--- config.mk ---
export PLATFORM = sky130hd
export DESIGN_NAME = rcc_rtc_ratio_ctrl
export DESIGN_NICKNAME = d
export VERILOG_FILES = /design/src/rtl/rcc_rtc_pkg.sv /design/src/rtl/rcc_settle_cnt.sv /design/src/rtl/rcc_rtc_ratio_ctrl.sv
export SDC_FILE = /design/constraint.sdc
export NUM_CORES = 1
export LEC_CHECK = 0
export ABC_AREA = 1
export BUFFER_PORTS_ARGS = -buffer_cell sky130_fd_sc_hd__buf_2
export CAP_MARGIN = 40
export CORE_ASPECT_RATIO = 0.5
export CORE_MARGIN = 1
export CORE_UTILIZATION = 50
export CTS_CLUSTER_DIAMETER = 200
export DETAILED_ROUTE_END_ITERATION = 16
export PLACE_DENSITY = 0.76
export REMOVE_ABC_BUFFERS = 1
export SYNTH_ARGS = -nofsm -noshare
export SYNTH_HDL_FRONTEND = slang
export SYNTH_SLANG_ARGS = --single-unit
export TNS_END_PERCENT = 30
--- constraint.sdc ---
create_clock -name i_clk -period 1.86 [get_ports i_clk]
set_clock_uncertainty 0.15 [all_clocks]
set_input_delay 0 -clock i_clk [delete_from_list [all_inputs] [get_ports i_clk]]
set_output_delay 0 -clock i_clk [all_outputs]
set_load 0.005 [all_outputs]
--- src/rtl/rcc_rtc_pkg.sv ---
// Shared types and helpers for the RTC ratio sequencer and the HSE->RTC divider wrapper.
package rcc_rtc_pkg;

  localparam int unsigned RTC_SETTLE_CYC_DEF = 8;
  localparam int unsigned RTC_CNT_WID        = 8;
  localparam int unsigned RTC_RATIO_MAX_WID  = 16;

  typedef enum logic [1:0] {
    ST_IDLE     = 2'd0,
    ST_GATE     = 2'd1,
    ST_WAIT_RDY = 2'd2,
    ST_APPLY    = 2'd3
  } rtc_state_e;

  // Ratios 0 and 1 both leave the divider disabled.
  function automatic logic rtc_ratio_active(input logic [RTC_RATIO_MAX_WID-1:0] ratio);
    return |ratio[RTC_RATIO_MAX_WID-1:1];
  endfunction

endpackage

--- src/rtl/rcc_settle_cnt.sv ---
// Loadable down-counter that holds at zero; done is high while the count is zero.
module rcc_settle_cnt
  import rcc_rtc_pkg::*;
#(
  parameter int unsigned CNT_W = RTC_CNT_WID
) (
  input  logic             clk,
  input  logic             rst,
  input  logic             load,
  input  logic [CNT_W-1:0] load_val,
  output logic             done
);

  logic [CNT_W-1:0] cnt_q;

  always_ff @(posedge clk or posedge rst) begin
    if (rst) begin
      cnt_q <= '0;
    end else if (load) begin
      cnt_q <= load_val;
    end else if (cnt_q != '0) begin
      cnt_q <= cnt_q - CNT_W'(1);
    end
  end

  assign done = (cnt_q == '0);

endmodule

--- src/rtl/rcc_rtc_ratio_ctrl.sv ---
// RTC prescaler ratio sequencer: every ratio change passes through a gated (ratio 0) phase.
// Optional HSE-loss auto-off behaviour is enabled with `define RCC_RTC_RATIO_AUTOOFF_EN.
module rcc_rtc_ratio_ctrl
  import rcc_rtc_pkg::*;
#(
  parameter int unsigned RATIO_WID  = 6,
  parameter int unsigned SETTLE_CYC = RTC_SETTLE_CYC_DEF
) (
  input  logic                 i_clk,
  input  logic                 rst,
  input  logic                 wr_en,
  input  logic [RATIO_WID-1:0] wr_ratio,
  input  logic                 hse_rdy,
  output logic [RATIO_WID-1:0] ratio_o,
  output logic [RATIO_WID-1:0] cur_ratio,
  output logic                 busy,
  output logic                 wr_err,
  output logic                 hse_lost
);

`ifdef RCC_RTC_RATIO_AUTOOFF_EN
  localparam bit AUTOOFF = 1'b1;
`else
  localparam bit AUTOOFF = 1'b0;
`endif

  localparam logic [RTC_CNT_WID-1:0] LOAD_VAL = RTC_CNT_WID'(SETTLE_CYC - 1);

  rtc_state_e           state_q, state_d;
  logic [RATIO_WID-1:0] cur_d, ratio_d;
  logic                 busy_d, err_d, lost_d;
  logic                 cnt_load, cnt_done;
  logic                 hse_low_q, auto_trip;
  logic                 cur_act, wr_act, nxt_act;

  rcc_settle_cnt #(
    .CNT_W (RTC_CNT_WID)
  ) u_settle_cnt (
    .clk      (i_clk),
    .rst      (rst),
    .load     (cnt_load),
    .load_val (LOAD_VAL),
    .done     (cnt_done)
  );

  always_ff @(posedge i_clk or posedge rst) begin
    if (rst) begin
      state_q   <= ST_IDLE;
      cur_ratio <= '0;
      ratio_o   <= '0;
      busy      <= 1'b0;
      wr_err    <= 1'b0;
      hse_lost  <= 1'b0;
      hse_low_q <= 1'b0;
    end else begin
      state_q   <= state_d;
      cur_ratio <= cur_d;
      ratio_o   <= ratio_d;
      busy      <= busy_d;
      wr_err    <= err_d;
      hse_lost  <= AUTOOFF & lost_d;
      hse_low_q <= ~hse_rdy;
    end
  end

  always_comb begin
    state_d   = state_q;
    cur_d     = cur_ratio;
    lost_d    = hse_lost;
    err_d     = 1'b0;
    cnt_load  = 1'b0;
    ratio_d   = '0;
    busy_d    = 1'b0;
    cur_act   = rtc_ratio_active(RTC_RATIO_MAX_WID'(cur_ratio));
    wr_act    = rtc_ratio_active(RTC_RATIO_MAX_WID'(wr_ratio));
    auto_trip = AUTOOFF & ~hse_rdy & hse_low_q;

    case (state_q)
      ST_IDLE: begin
        if (auto_trip && cur_act) begin
          state_d  = ST_GATE;
          cur_d    = '0;
          lost_d   = 1'b1;
          cnt_load = 1'b1;
        end else if (wr_en && (wr_ratio != cur_ratio)) begin
          cur_d  = wr_ratio;
          lost_d = 1'b0;
          if (cur_act) begin
            state_d  = ST_GATE;
            cnt_load = 1'b1;
          end else if (wr_act) begin
            state_d = ST_WAIT_RDY;
          end
        end
      end
      ST_GATE: begin
        err_d = wr_en;
        if (cnt_done) begin
          state_d = cur_act ? ST_WAIT_RDY : ST_IDLE;
        end
      end
      ST_WAIT_RDY: begin
        // A write here retargets; it takes priority over hse_rdy in the same cycle.
        if (wr_en) begin
          cur_d  = wr_ratio;
          lost_d = 1'b0;
          if (!wr_act) begin
            state_d = ST_IDLE;
          end
        end else if (hse_rdy) begin
          state_d  = ST_APPLY;
          cnt_load = 1'b1;
        end
      end
      ST_APPLY: begin
        err_d = wr_en;
        if (auto_trip) begin
          state_d  = ST_GATE;
          cur_d    = '0;
          lost_d   = 1'b1;
          cnt_load = 1'b1;
        end else if (cnt_done) begin
          state_d = ST_IDLE;
        end
      end
      default: begin
        state_d = ST_IDLE;
      end
    endcase

    // Outputs are registered from the next state so they line up with the state they describe.
    nxt_act = rtc_ratio_active(RTC_RATIO_MAX_WID'(cur_d));
    case (state_d)
      ST_IDLE:  ratio_d = nxt_act ? cur_d : '0;
      ST_APPLY: ratio_d = cur_d;
      default:  ratio_d = '0;
    endcase
    busy_d = (state_d != ST_IDLE);
  end

endmodule
# Yosys cells after proc, flatten, opt, wreduce, memory -nomap -nowiden
# Cells that the tools add are included.
[classes]
add_sub_neg = 1
n_eq_ne = 5
mux = 23
reduce_logical = 11
[op_table]
columns = ["operator", "n"]
rows = [
  ["$pmux 6 s2", 2],
  ["$mux 2", 9],
  ["$mux 6", 3],
  ["$mux 8", 2],
  ["$reduce_or 5->1", 3],
  ["$logic_not 8->1", 1],
  ["$pmux 2 s4", 1],
  ["$reduce_bool 8->1", 1],
  ["$sub 8x1->8 const B", 1],
  ["$eq 2x2->1 const B", 3],
  ["$ne 6x6->1", 1],
  ["$mux 1", 5],
  ["$logic_not 2->1", 2],
  ["$reduce_bool 2->1", 2],
  ["$eq 2x1->1 const B", 1],
  ["$pmux 1 s2", 1],
  ["$reduce_or 2->1", 1],
  ["$logic_and 1x1->1", 1],
]
[word_totals]
register_bits = 24
inputBits = 10

# Longest topological paths before layout
# Gate-level depths: netlist (run 1).
[logic_depth]
ltp_word = 7
ltp_mapped = 14
ltp_nobuf = 14

# Cells and area by module
# A second synthesis (run 1) with hierarchy kept.
[unflattened]
cells_unflattened = 212
hier_area_um2 = 1508.9
[modules_own_cells]
columns = ["module", "instances", "cells_per_inst", "area_per_inst_um2", "seq_area_each_um2"]
rows = [
  ["rcc_rtc_ratio_ctrl", 1, 141, 978.4, 400.4],
  ["rcc_settle_cnt", 1, 71, 530.5, 200.2],
]

# Worst setup path before layout (run 1)
# Ideal clock, no wire load.
[synth_timing]
kind = "flip-flop to flip-flop"
from = "reg u_settle_cnt.cnt_q[0]"
to = "reg ratio_o[1]"
setup_time_ns = 0.072
arrival_time_ns = 1.752
required_time_ns = 1.638
path_slack_ns = -0.114
path_stages_with_launch = 12
n_path_buf = 0
path_cell_list = "dfrtp_1 inv_1 ha_1 nand2_2 nor2_4 a31oi_1 nand2_1 nand3_1 ha_1 a21oi_1 inv_1 nor2_1"
[synth_via]
elab_chain_cells = 5
word_cells_on_any_way = 7
[synth_rtl]
columns = ["item", "line_no", "text"]
rows = [
  ["start: declaration", "rcc_settle_cnt.sv:14", "logic [CNT_W-1:0] cnt_q;"],
  ["start signal: assignment", "rcc_settle_cnt.sv:20", "cnt_q <= load_val;"],
  ["start signal: assignment", "rcc_settle_cnt.sv:22", "cnt_q <= cnt_q - CNT_W'(1);"],
  ["$logic_not 8->1 *", "rcc_settle_cnt.sv:26", "assign done = (cnt_q == '0);"],
  ["$mux 2 (on tied branches)", "rcc_rtc_ratio_ctrl.sv:122, rcc_rtc_ratio_ctrl.sv:98", ""],
  ["$pmux 2 s4 *", "rcc_rtc_ratio_ctrl.sv:78", "case (state_q)"],
  ["$eq 2x2->1 / $logic_not 2->1 (equally long branches)", "rcc_rtc_ratio_ctrl.sv:133", "case (state_d)"],
  ["$pmux 6 s2 *", "rcc_rtc_ratio_ctrl.sv:133", ""],
  ["via ratio_d[1]", "rcc_rtc_ratio_ctrl.sv:30", "logic [RATIO_WID-1:0] cur_d, ratio_d;"],
  ["end signal: assignment", "rcc_rtc_ratio_ctrl.sv:58", "ratio_o <= ratio_d;"],
  ["end: declaration", "rcc_rtc_ratio_ctrl.sv:14", "output logic [RATIO_WID-1:0] ratio_o,"],
]
# Mark *: on every way through the listed nets, which the timed path passes. The rest lies on a longest branch.
# A chain may end at the register's enable or synchronous reset.

# Final worst setup path (run 1)
[layout_timing]
from = "reg cur_ratio[5]"
to = "reg ratio_o[1]"
[layout_via]
elab_chain_cells = 7
word_cells_on_any_way = 16
[layout_rtl]
columns = ["item", "line_no", "text"]
rows = [
  ["start: declaration", "rcc_rtc_ratio_ctrl.sv:15", "output logic [RATIO_WID-1:0] cur_ratio,"],
  ["start signal: assignment", "rcc_rtc_ratio_ctrl.sv:57", "cur_ratio <= cur_d;"],
  ["$ne 6x6->1", "rcc_rtc_ratio_ctrl.sv:85", "end else if (wr_en && (wr_ratio != cur_ratio)) begin"],
  ["$logic_and 1x1->1", "rcc_rtc_ratio_ctrl.sv:85", ""],
  ["$mux 6", "rcc_rtc_ratio_ctrl.sv:85", ""],
  ["$pmux 6 s2", "rcc_rtc_ratio_ctrl.sv:78", ""],
  ["$reduce_or 5->1", "rcc_rtc_pkg.sv:17", "return |ratio[RTC_RATIO_MAX_WID-1:1];"],
  ["$mux 6", "rcc_rtc_ratio_ctrl.sv:134", "ST_IDLE: ratio_d = nxt_act ? cur_d : '0;"],
  ["$pmux 6 s2 *", "rcc_rtc_ratio_ctrl.sv:133", ""],
  ["via ratio_d[1]", "rcc_rtc_ratio_ctrl.sv:30", ""],
]
# Marked as above.

==> results of run 1 <==
routing by layer:
metal / track usage [%] / up-vias / wire, µm
li1: - / 737 / -
met1: 27.75 / 645 / 1476
met2: 48.25 / 32 / 1689
met3: 4.773 / 0 / 171
met4: 2.778 / 0 / 0
met5: 0 / - / 0
what timing repair did:
| action | in CTS | in global routing |
|---|---|---|
| setup buffers | 2 | 0 |
| gates resized for setup | 3 | 2 |
| endpoints found under the hold margin | 27 | 0 |
| setup endpoints to repair | 6 | 7 |
| pin swaps | 13 | 3 |
| hold buffers | 4 | 0 |
path summary, 6_finish.rpt:
| path | to | start |
|---|---|---|
| hold / removal | state_q[1] | wr_ratio[1] |
| max in group asynchronous | ratio_o[2] | rst |
| setup / recovery | ratio_o[1] | cur_ratio[5] |
| min in group asynchronous | busy | rst |
| setup reg to reg | ratio_o[1] | cur_ratio[5] |
| hold reg to reg | u_settle_cnt.cnt_q[1] | u_settle_cnt.cnt_q[1] |
power by group through the flow:
stage / Clock [W] / Combinational, W / Sequential, W
finish: 0.000294 / 0.00156 / 0.000905
global route: 0.000322 / 0.00177 / 0.000934
CTS: 0.000311 / 0.00154 / 0.000906
detailed placement: 0 / 0.00148 / 0.000914
global placement: 0 / 0.00143 / 0.000907
floorplan: 0 / 0.000830 / 0.000930
worst max-delay path: stages (launching register included):
cell     delay, ps
dfrtp_1        400
inv_1          110
nand4_1        260
nor2_1         180
nand3_1         80
nand2_1         70
nand3_1         70
ha_1           280
a21oi_2        160
inv_2           90
nor2_2         100
state kept, by name (all words and copies together) (netlist names):
signal              count
state_q                 2
wr_err                  1
u_settle_cnt.cnt_q      8
cur_ratio               6
ratio_o                 6
busy                    1
through the flow:
step                      utilization [%]  TNS [ps]  hold slack [ps]  instances
after detailed placement            67.03     -1246           -66.10        288
after global routing                71.15     -1949            87.14        297
after CTS                           70.87    -845.4            40.83        297
final                               71.15    -888.6            48.17        297
after floorplan                         -    -656.6           -135.4        202
after global placement              67.03    -937.7           -100.3        288
synthesized netlist by cell type:
cell type and n:
nand2_1 56, inv_1 33, nor2_1 27, dfrtp_1 24
nand3_1 13, o21ai_1 8, inv_2 5, nand4_1 5
nor2_4 4, xor2_1 4, a21oi_1 3, ha_1 3
and2_1 2, buf_4 2, nand2_2 2, nor3_1 2
o21ai_0 2, a21oi_2 1, a31oi_1 1, buf_2 1
clkinv_1 1, conb_1 1, nand3b_1 1, nand4_2 1
nor2_2 1, nor4_1 1, o211ai_1 1
cells by family (layout without fill, tap and decap cells):
group	count (synthesis)	after routing	synth area share (%)
other	1	1	0.2584
buffers and inverters	42	97	11.46
XOR/XNOR	4	4	2.414
flip-flops	24	24	41.38
AO/OA/AOI/OAI	16	16	6.035
AND/OR/NAND/NOR	115	115	35.86
adder cells (fa/ha/maj)	3	3	2.586
final cells by class:
cell class,instances,area [µm²]
multi-input combinational,139,698.2
tap,37,46.29
inverter,39,146.4
fill,233,769.5
timing repair buffer,55,365.4
sequential,24,600.6
clock buffer,3,41.29
==> impl_metrics.env, run 1 <==
export IMPL_p_sw_share_pct=42.17
export IMPL_drc=0
export IMPL_pre_cts_slack_ps=-254.5
export IMPL_synth_cell_types=27
export IMPL_hold_depth=5
export IMPL_port_buffers=23
export IMPL_dieArea_mm2=0.003135
export IMPL_synth_top_area_share_pct=41.38
export IMPL_violations="setup timing"
export IMPL_critPathMaxFanout=5
export IMPL_fmax_mhz=492.5
export IMPL_period_minus_slack_ps=2031
export IMPL_synth_top_cells_by_area="dfrtp_1, nand2_1, inv_1"
export IMPL_rsz0062_at_grt="true"
export IMPL_ios=25
export IMPL_yosysWarnings=0
export IMPL_p_leak_nw=1.064
export IMPL_drv_cap=0
export IMPL_num_antenna_cells=0
export IMPL_finalPower_w=0.002757
export IMPL_wirelength_um=3337
export IMPL_viasPerCell=4.761
export IMPL_grt_max_degree=25
export IMPL_cts_root_buf="clkbuf_8"
export IMPL_slew_violations=0
export IMPL_vias=1414
export IMPL_layout_drive_gt1_share_pct=28.08
export IMPL_globalplace_congestion=0.8886
export IMPL_dieHeight_um=40.10
export IMPL_reg2reg_depth=10
export IMPL_hold_violations=0
export IMPL_crit_path_end_kind="register"
export IMPL_pwr_share_clk_pct=10.7
export IMPL_grt_use_total_pct=23.61
export IMPL_power_density_mw_per_mm2=1452
export IMPL_grt_ovfl_total=0
export IMPL_clk_pin_slew_ps=80
export IMPL_yosysTopAreaCell="dfrtp_1"
export IMPL_peakVddDrop_mv=0.8772
export IMPL_ys_seq_area_share_pct=41.38
export IMPL_run_status="finished with violations"
export IMPL_grt_pass1_wl_um=5457
export IMPL_final_cell_mix="nand2_1, inv_1, buf_4, nor2_1, dfrtp_1"
export IMPL_crit_type="reg -> reg"
export IMPL_critPathLaunchType="register"
export IMPL_synth_area_mm2=0.001451
export IMPL_switchingPower_w=0.001162
export IMPL_r2r_setup_slack_ps=-170
export IMPL_initialDrtViolationCount=32
export IMPL_cts_tree="built"
export IMPL_antenna_found_initial=0
export IMPL_drt_pass1_iterations=4
export IMPL_nets=275
export IMPL_htree_levels=1
export IMPL_grt_pass1_vias=1278
export IMPL_comb_power_share_pct=56.5
export IMPL_syn_avg_cell_area_um2=7.080
export IMPL_setup_viol=6
export IMPL_start_util_pct=54.41
export IMPL_min_period_over_period_pct=109.2
export IMPL_wl_per_cell_um=11.24
export IMPL_hold_path_class="in -> reg"
export IMPL_netlist_instances=205
export IMPL_core_area_mm2=0.002668
export IMPL_placed_area_mm2=0.001788
export IMPL_required_ps=1900
export IMPL_antenna_left=0
export IMPL_design_area_mm2=0.001898
export IMPL_clkSinkCount=24
export IMPL_die_width_um=78.20
export IMPL_cts_buffer_depth=2
export IMPL_syn_to_final_growth_pct=30.78
export IMPL_dp_final_hpwl_um=2513
export IMPL_final_common_cell="nand2_1"
export IMPL_worstPathArrival_ps=2070
export IMPL_numCtsBuffers=3
export IMPL_finalWorstSetupSlack_ps=-170.6
export IMPL_num_rows=13
export IMPL_insertion_delay_ps=260
export IMPL_p_int_w=0.001594
export IMPL_ys_ff_latch=24
export IMPL_seq_power_share_pct=32.8
No activity file was read; power rests on OpenSTA's default activity.
==> inputs of run 2 (changes only) <==
--- a/config.mk
+++ b/config.mk
@@ -17,5 +17,6 @@
 export REMOVE_ABC_BUFFERS = 1
 export SYNTH_ARGS = -nofsm -noshare
 export SYNTH_HDL_FRONTEND = slang
+export SYNTH_HIERARCHICAL = 1
 export SYNTH_SLANG_ARGS = --single-unit
 export TNS_END_PERCENT = 30
==> run 2 against run 1 <==
Effect of this change: the flow still finishes with violations (setup timing); global-route usage grew 0.57 points; die area grew 3.8%; critical path depth grew 2; critical path type unchanged; synthesized cell count grew 3.4%; combinational power grew 38%; non-clock buffer count grew 6; count of clock-buffer cells in the layout grew 1; first-iteration DRC count grew to 4.2 times the previous value.
==> impl_metrics.env, run 2 <==
export IMPL_largest_register="u_settle_cnt/cnt_q"
export IMPL_grt_pass1_vias=1291
export IMPL_reg_top3="u_settle_cnt/cnt_q x8, cur_ratio x6, ratio_o x6"
export IMPL_clkSinkCount=24
export IMPL_crit_path_end_kind="register"
export IMPL_ys_ff_latch=24
export IMPL_cts_buffer_depth=2
export IMPL_synth_common_cells="nand2_1, inv_1, dfrtp_1, nor2_1, nand3_1"
export IMPL_path_cells="nor2_1, nand4_1, buf_4, nand4_1, inv_1, nor2_1, nand2_2, inv_2, ha_4, a21oi_4, inv_4, a21oi_2"
export IMPL_synth_most_common_cell="nand2_1"
export IMPL_antenna_found_initial=0
export IMPL_drc=0
export IMPL_ys_seq_area_share_pct=39.80
export IMPL_nets=294
export IMPL_holdWs_ps=25.66
export IMPL_hold_path_class="in -> reg"
export IMPL_netlist_instances=212
export IMPL_peakVddDrop_mv=0.8779
export IMPL_grt_use_total_pct=24.18
export IMPL_fmax_mhz=492.4
export IMPL_synth_cell_types=24
export IMPL_grt_ovfl_total=0
export IMPL_die_width_um=79.69
export IMPL_layout_drive_gt1_share_pct=35.71
export IMPL_placed_area_mm2=0.001878
export IMPL_port_buffers=23
export IMPL_drt_pass1_iterations=4
export IMPL_largest_reg_flops=8
export IMPL_yosysTopAreaCell="dfrtp_1"
export IMPL_worstPathArrival_ps=2080
export IMPL_core_area_mm2=0.002733
export IMPL_vias=1526
export IMPL_yosysWarnings=6
export IMPL_syn_avg_cell_area_um2=7.118
export IMPL_final_cell_mix="nand2_1, buf_4, inv_1, buf_2, dfrtp_1"
export IMPL_viasPerCell=4.814
export IMPL_slew_violations=0
export IMPL_numCtsBuffers=3
export IMPL_tightestPinTransition_ps=611.4
export IMPL_num_rows=13
export IMPL_htree_levels=1
export IMPL_power_density_mw_per_mm2=1637
export IMPL_critPathSlowestCell="dfrtp_2"
export IMPL_period_minus_slack_ps=2031
export IMPL_num_antenna_cells=0
export IMPL_dp_final_hpwl_um=2651
export IMPL_finalWorstSetupSlack_ps=-170.9
export IMPL_synthArstFlopShare_pct=100.0
export IMPL_wl_per_cell_um=11.97
export IMPL_ios=25
export IMPL_synth_area_mm2=0.001509
export IMPL_crit_family="simple AND/OR/NAND/NOR gates"
export IMPL_crit_buf_inv=4
export IMPL_violations="setup timing"
export IMPL_initialDrtViolationCount=133
export IMPL_design_area_mm2=0.002100
export IMPL_final_common_cell="nand2_1"
export IMPL_cts_root_buf="clkbuf_8"
export IMPL_required_ps=1910
export IMPL_grt_max_degree=17
export IMPL_cts_tree="built"
export IMPL_insertion_delay_ps=260
export IMPL_wirelength_um=3796
export IMPL_run_status="finished with violations"
export IMPL_drv_cap=0
export IMPL_synth_top_area_share_pct=39.80
export IMPL_grt_pass1_wl_um=5671
export IMPL_critPathMaxFanout=5
export IMPL_start_util_pct=55.22
export IMPL_hold_violations=0
export IMPL_min_period_over_period_pct=109.2
export IMPL_synth_edff_count=0
export IMPL_synthFlopType="dfrtp_1"
export IMPL_antenna_left=0
export IMPL_crit_type="reg -> reg"
export IMPL_p_leak_nw=1.208
export IMPL_clk_pin_slew_ps=80
export IMPL_cpPeakStageDelay_ps=450
export IMPL_maxSlewHeadroom_pct=59.20
export IMPL_globalplace_congestion=0.8630
export IMPL_setup_viol=6
export IMPL_rsz0062_at_grt="true"
export IMPL_syn_to_final_growth_pct=39.14
export IMPL_critPathLaunchType="register"
export IMPL_dieArea_mm2=0.003255
export IMPL_synth_top_cells_by_area="dfrtp_1, nand2_1, inv_1"
export IMPL_dieHeight_um=40.85
run 2: changes by cell type after synthesis, sizes merged, moves of 3 or more:
cell and change:
inv -4, o21ai +5, xor2 -3, nor2 -3
nand2 +19
run 2: per-layer routing:
| metal | up-vias | global-route usage [%] | part of all wire (%) |
|---|---|---|---|
| met5 | - | 0 | 0 |
| met4 | 0 | 7.727 | 0.90 |
| met3 | 4 | 4.444 | 5.9 |
| met2 | 60 | 45.73 | 48 |
| met1 | 686 | 29.47 | 45 |
| li1 | 776 | - | - |
run 2: layout make-up:
cell class | instances | area (µm²)
repair buffers | 61 | 422.9
well taps | 37 | 46.29
multi-input cells | 157 | 842.1
fillers | 192 | 633.1
inverters | 34 | 130.1
flip-flops and latches | 24 | 603.1
clock buffers | 4 | 55.05
run 2: timing repair:
action	4_1_cts	5_1_grt
cloned	0	0
hold buffers	4	0
pin swaps	11	3
setup buffers	5	2
endpoints found under the setup margin	6	15
endpoints found under the hold margin	27	0
resized for setup	15	14
run 2: kinds of logic after synthesis:
logic type               count (synthesis)  share of synthesized area [%]
AND/OR/NAND/NOR                        124                          37.81
buffers and inverters                   38                          10.70
flip-flops                              24                          39.80
AO/OA/AOI/OAI                           19                          7.545
adder cells (fa/ha/maj)                  3                          2.488
XOR/XNOR                                 2                          1.161
other                                    2                         0.4977
run 2: worst paths after layout:
kind                                          to    startpoint  slack [ps]  cells after the start
max in group asynchronous           cur_ratio[1]           rst         920                      3
min reg2reg                         cur_ratio[0]  cur_ratio[0]         490                      2
max reg2reg                           ratio_o[4]  cur_ratio[4]        -170                     12
min in group asynchronous  u_settle_cnt/cnt_q[4]           rst          90                      3
min                                   state_q[0]       hse_rdy          30                      4
max                                   ratio_o[4]  cur_ratio[4]        -170                     12
run 2: worst min-delay path, stage by stage:
cell	delay, ps
buf_2	80
nand3_1	90
nand3b_1	130
buf_4	110
run 2: through the flow:
stage	setup TNS, ps	setup slack [ps]	instances	util [%]	total power, W
after detailed placement	-1925	-336.5	302	68.73	0.002712
after global placement	-1070	-203.2	302	68.73	0.002655
final	-947.7	-170.9	317	76.83	0.003436
after floorplan	-1498	-268.4	215	-	0.001932
after global routing	-2074	-276.5	317	76.83	0.003714
after CTS	-516.5	-92.55	315	75.46	0.003295
run 2: report_power, final:
group	switching [W]	total [W]	internal [W]	leakage (nW)
logic	0.00116	0.00216	0.000995	0.884
registers	0.000179	0.000924	0.000744	0.296
clock network	0.000164	0.000353	0.000189	0.0288
total	0.00151	0.00344	0.00193	1.21
